<file path="config.mk">
export PLATFORM = sky130hd
export DESIGN_NAME = aes_subword_ise
export DESIGN_NICKNAME = d
export VERILOG_FILES = /design/src/rtl/aes_subword_ise.sv
export SDC_FILE = /design/constraint.sdc
export NUM_CORES = 1
export LEC_CHECK = 0
export CORE_ASPECT_RATIO = 1.75
export CORE_UTILIZATION = 30
export CTS_CLUSTER_SIZE = 40
export DETAILED_ROUTE_END_ITERATION = 6
export PLACE_DENSITY = 0.62
export SLEW_MARGIN = 20
export SYNTH_ARGS = -nofsm -noshare
export SYNTH_HDL_FRONTEND = slang
export SYNTH_SLANG_ARGS = --single-unit
</file>
<file path="constraint.sdc">
create_clock -name clk -period 6.5 [get_ports clk]
set_clock_uncertainty 0.15 [all_clocks]
set_input_delay 1.3 -clock clk [delete_from_list [all_inputs] [get_ports clk]]
set_output_delay 1.3 -clock clk [all_outputs]
set_load 0.02 [all_outputs]
</file>
<file path="src/rtl/aes_subword_ise.sv">
// aes_subword_ise: multi-cycle forward AES SubWord extension for the HOKSTER
// ALU complex. A 32-bit word passes through one shared 8-bit forward S-box,
// one byte per clock (byte 0 first). The result is valid while w is high.
//
// Build option: define AES_KEYEXP_EN to enable the key-expansion form
// (op_rot=1: RotWord when the word is latched, Rcon XOR into bits 31:24 on
// the last substitution edge). Without it, op_rot and rcon_in are ignored and
// every operation is a plain SubWord. Cycle timing is the same in both builds.
//
// sr is passed straight through to sr_out, as in the inverse S-box companion.

module aes_subword_ise (
   input  logic        clk,
   input  logic        rst,
   input  logic        start,
   input  logic        op_rot,
   input  logic [31:0] word_in,
   input  logic [7:0]  rcon_in,
   input  logic [7:0]  sr,
   output logic [7:0]  sr_out,
   output logic [31:0] result,
   output logic        busy,
   output logic        w
);

   localparam logic [1:0] ST_IDLE = 2'd0;
   localparam logic [1:0] ST_SUB  = 2'd1;
   localparam logic [1:0] ST_DONE = 2'd2;

   // FIPS-197 forward S-box; entry 0 is the most significant byte.
   localparam logic [0:255][7:0] SBOX = {
      128'h637c777bf26b6fc53001672bfed7ab76,
      128'hca82c97dfa5947f0add4a2af9ca472c0,
      128'hb7fd9326363ff7cc34a5e5f171d83115,
      128'h04c723c31896059a071280e2eb27b275,
      128'h09832c1a1b6e5aa0523bd6b329e32f84,
      128'h53d100ed20fcb15b6acbbe394a4c58cf,
      128'hd0efaafb434d338545f9027f503c9fa8,
      128'h51a3408f929d38f5bcb6da2110fff3d2,
      128'hcd0c13ec5f974417c4a77e3d645d1973,
      128'h60814fdc222a908846eeb814de5e0bdb,
      128'he0323a0a4906245cc2d3ac629195e479,
      128'he7c8376d8dd54ea96c56f4ea657aae08,
      128'hba78252e1ca6b4c6e8dd741f4bbd8b8a,
      128'h703eb5664803f60e613557b986c11d9e,
      128'he1f8981169d98e949b1e87e9ce5528df,
      128'h8ca1890dbfe6426841992d0fb054bb16
   };

   logic [1:0]  state;
   logic [1:0]  cnt;
   logic [7:0]  cur_byte;
   logic [7:0]  sub_byte;
   logic [31:0] sub_word;
   logic [31:0] next_word;
   logic [31:0] load_word;

`ifdef AES_KEYEXP_EN
   logic        rot_q;
   logic [7:0]  rcon_q;
`else
   // The key-expansion inputs stay on the port list but have no load here.
   logic        unused_keyexp;
   assign unused_keyexp = ^{op_rot, rcon_in};
`endif

   // Status register is a pure pass-through, untouched by reset or state.
   assign sr_out = sr;

   // Handshake outputs decode directly from the state register.
   assign busy = (state != ST_IDLE);
   assign w    = (state == ST_DONE);

   // Substitute the byte selected by cnt and form the next working word.
   always_comb begin
      // NOTE: every always_comb output gets a default first so no path can
      // leave it unassigned and infer a latch.
      cur_byte  = result[{cnt, 3'b000} +: 8];
      sub_byte  = SBOX[cur_byte];
      sub_word  = result;
      sub_word[{cnt, 3'b000} +: 8] = sub_byte;
      next_word = sub_word;
`ifdef AES_KEYEXP_EN
      if (rot_q && (cnt == 2'd3)) begin
         next_word[31:24] = sub_word[31:24] ^ rcon_q;
      end
`endif
   end

   // Select the word latched on an accepted start (RotWord when enabled).
   always_comb begin
      load_word = word_in;
`ifdef AES_KEYEXP_EN
      if (op_rot) begin
         load_word = {word_in[23:0], word_in[31:24]};
      end
`endif
   end

   // Sequencer: IDLE -> SUB (four byte edges) -> DONE (one w cycle) -> IDLE.
   always_ff @(posedge clk or posedge rst) begin
      // NOTE: state registers use non-blocking assignments so every flop
      // samples pre-edge values, independent of statement order.
      if (rst) begin
         state  <= ST_IDLE;
         cnt    <= 2'd0;
         result <= 32'h0;
      end else begin
         case (state)
            ST_IDLE: begin
               if (start) begin
                  result <= load_word;
                  cnt    <= 2'd0;
                  state  <= ST_SUB;
               end
            end
            ST_SUB: begin
               result <= next_word;
               cnt    <= cnt + 2'd1;
               if (cnt == 2'd3) begin
                  state <= ST_DONE;
               end
            end
            ST_DONE: begin
               state <= ST_IDLE;
            end
            default: begin
               state <= ST_IDLE;
            end
         endcase
      end
   end

`ifdef AES_KEYEXP_EN
   // Capture the operation form and round constant at acceptance so later
   // changes on op_rot / rcon_in cannot disturb an operation in flight.
   always_ff @(posedge clk or posedge rst) begin
      if (rst) begin
         rot_q  <= 1'b0;
         rcon_q <= 8'h00;
      end else if ((state == ST_IDLE) && start) begin
         rot_q  <= op_rot;
         rcon_q <= rcon_in;
      end
   end
`endif

endmodule

</file>
==> results.json <==
{
  "reg2reg_slack_ns": 1.58,
  "clk_latency_ns": 0.28,
  "cap_viol_max_count": 0,
  "hold_buffers": 0,
  "period_needed_ns": 4.92,
  "setup_viol": 0,
  "yosysSeqAreaShare_pct": 16.1,
  "tritoncts": "built",
  "initial_core_util_pct": 30.8,
  "final_cells": 999,
  "cp_max_fo": 39,
  "fin_nets": 835,
  "design_area_mm2": 0.00641,
  "synth_compound_area_share_pct": 38.4,
  "cts_made_buffers": 5,
  "seq_area_um2": 901,
  "finalCritPeriodShare_pct": 75.7,
  "crit_slowest_cell": "dfrtp_1",
  "clock_path_buffers": 2,
  "die_area_mm2": 0.0192,
  "grt_pass1_vias": 6637,
  "yosys_register_bits": 36,
  "synth_cell_type_count": 81,
  "cts_resized": 0,
  "dpl.cell_count": 992,
  "finalMaxSlewViolations": 0,
  "syn-num-nets": 827,
  "cts_root_buf": "clkbuf_16",
  "fmax_mhz": 203,
  "io_pins": 94,
  "via_per_inst": 6.94,
  "tns_ns": 0,
  "routed_wl_mm": 30.2,
  "synthArstFlopShare_pct": 100,
  "grt_util_all_layers_pct": 31.3,
  "place_area_mm2": 0.00625,
  "critPathTopFamily": "compound AO/OA/AOI/OAI gates",
  "synth.area.top_cells": "dfrtp_1 16%, a21oi_1 6.5%, nand2_1 4.1%",
  "yosysWarnings": 0,
  "hpwl_mm": 21.1,
  "gp_congestion": 1.05,
  "die_height_um": 183,
  "required_ns": 6.50,
  "first_pass_iters": 6,
  "synth_area_mm2": 0.00559,
  "cts_sinks": 36,
  "rsz0062_at_grt": "false",
  "syn_to_final_growth_pct": 14.6,
  "synth_edf_count": 0,
  "critical_path_arrival_ns": 4.92,
  "synth_cells": 757,
  "slew_headroom_pct": 38.5,
  "coreArea_mm2": 0.0181,
  "netlist.area_leader.share_pct": 16.1,
  "start_kind": "flip-flop",
  "cp_num_buf_inv": 3,
  "die_x_um": 105,
  "status": "completed",
  "antenna_left": 0,
  "synth_xor_xnor_area_share_pct": 0.783,
  "final_common_cell": "a21oi_1",
  "drive_gt1_share_pct": 7.45,
  "overflow": 0,
  "diodes": 0,
  "nFillCells": 1899,
  "synthAdderAreaFrac_pct": 4.03,
  "grt_max_degree": 75,
  "vias": 6930,
  "final_hold_viol_count": 0,
  "tightest_slew_ns": 0.920,
  "postCtsSetupBuffers": 0,
  "antenna_found_initial": 0,
  "grt_pass1_wl_mm": 44.0,
  "htree_levels": 2,
  "synth_top_family_by_area": "compound AO/OA/AOI/OAI gates",
  "multi_input_comb_area_mm2": 0.00418,
  "wl_per_cell_um": 30.2,
  "postSynthAreaPerCell_um2": 7.38,
  "muxShareOfSynthArea_pct": 7.61,
  "yosysTopAreaCell": "dfrtp_1",
  "drc": 0,
  "most-common-layout-cells": "73 x a21oi_1, 68 x clkdlybuf4s50_1, 61 x nand2_1",
  "clkTransAtPathRegs_ns": 0.05,
  "path_class": "reg -> reg",
  "drt_first_iter_violations": 1016,
  "path_cells": "inv_1, mux2_4, inv_2, buf_4, and2_1, nor4_1, a2111oi_0, nand3_1, a311oi_2, o22ai_1",
  "portBuffers": 68,
  "rows": 65,
  "synth_flop_cell": "dfrtp_1",
  "critical_path.endpoint_type": "flip-flop",
  "synth-simple-area-share_pct": 23.9,
  "slowest_delay_ns": 0.76,
  "hp-class": "reg -> reg"
}
==> cells by family (layout without fill, tap and decap cells) <==
logic type,count (synthesis),count (layout)
multiplexers,30,30
buffers and inverters,100,108
XOR/XNOR,5,5
AND/OR/NAND/NOR,263,263
flip-flops,36,36
adder cells (fa/ha/maj),18,18
AO/OA/AOI/OAI,305,305
==> layer usage <==
layer | vias to the layer above | wire length [um] | global-route usage, %
met4 | 0 | 2000 | 19.1
li1 | 2932 | - | -
met2 | 538 | 15500 | 56.7
met1 | 3332 | 10200 | 33.8
met3 | 128 | 2530 | 4.46
met5 | - | 0 | 0
==> flip-flops by register name, indices dropped and copies added, names as in the netlist <==
name,cells
state,2
result,32
cnt,2
==> metrics by stage <==
step | util, % | hold WS, ns | setup slack, ns
after global placement | 34.5 | 0.388 | 1.76
after detailed placement | 34.5 | 0.385 | 1.75
after floorplan | - | 0.479 | 2.66
after CTS | 35.3 | 0.395 | 1.75
after global routing | 35.3 | 0.422 | 1.48
final | 35.3 | 0.391 | 1.58
==> Yosys cell counts (4+ instances only) <==
master and number:
o211ai_1 18, a211oi_1 8, buf_2 26, a311o_1 4, a311oi_1 5, o21ai_0 29, inv_1 11, o31ai_1 12
buf_4 15, nor2b_1 17, clkbuf_1 39, nand3_1 26, a221oi_1 9, o311ai_0 7, a221o_1 7, ha_1 18
mux2i_1 17, buf_6 5, o221ai_1 6, o211a_1 4, nor2_1 54, a21o_1 11, or2_2 7, nor4_1 6
a32oi_1 5, nor3b_1 4, o32ai_1 5, o22ai_1 29, and2_1 9, nor3_1 13, nand4_1 9, a21boi_0 4
mux4_2 8, a2111oi_0 5, o21bai_1 5, nand2_1 61, a21oi_1 73, a31oi_1 18, and3_1 15, dfrtp_1 36
nand2b_1 30
==> worst min-delay path, stage by stage, from the launching register on <==
cell and delay [ns]:
dfrtp_1 0.38, a21oi_1 0.08, o31ai_1 0.05
==> worst paths after layout <==
path                             from  depth (start not counted)         end
setup / recovery               cnt[0]                         10  result[20]
hold / removal             result[21]                          2  result[21]
setup reg to reg               cnt[0]                         10  result[20]
hold reg to reg            result[21]                          2  result[21]
max in group asynchronous         rst                          3      cnt[0]
min in group asynchronous         rst                          3  result[25]
==> final cells by class <==
type / instances / share of cell area [%]
Clock buffer: 7 / 2.38
Sequential cell: 36 / 14.1
Tap cell: 234 / 4.57
Timing Repair Buffer: 89 / 13.1
Inverter: 12 / 0.703
Multi-Input combinational cell: 621 / 65.2
Power is not shown: default switching activity piles up to over one toggle a cycle in this logic, so the estimate is an artifact.
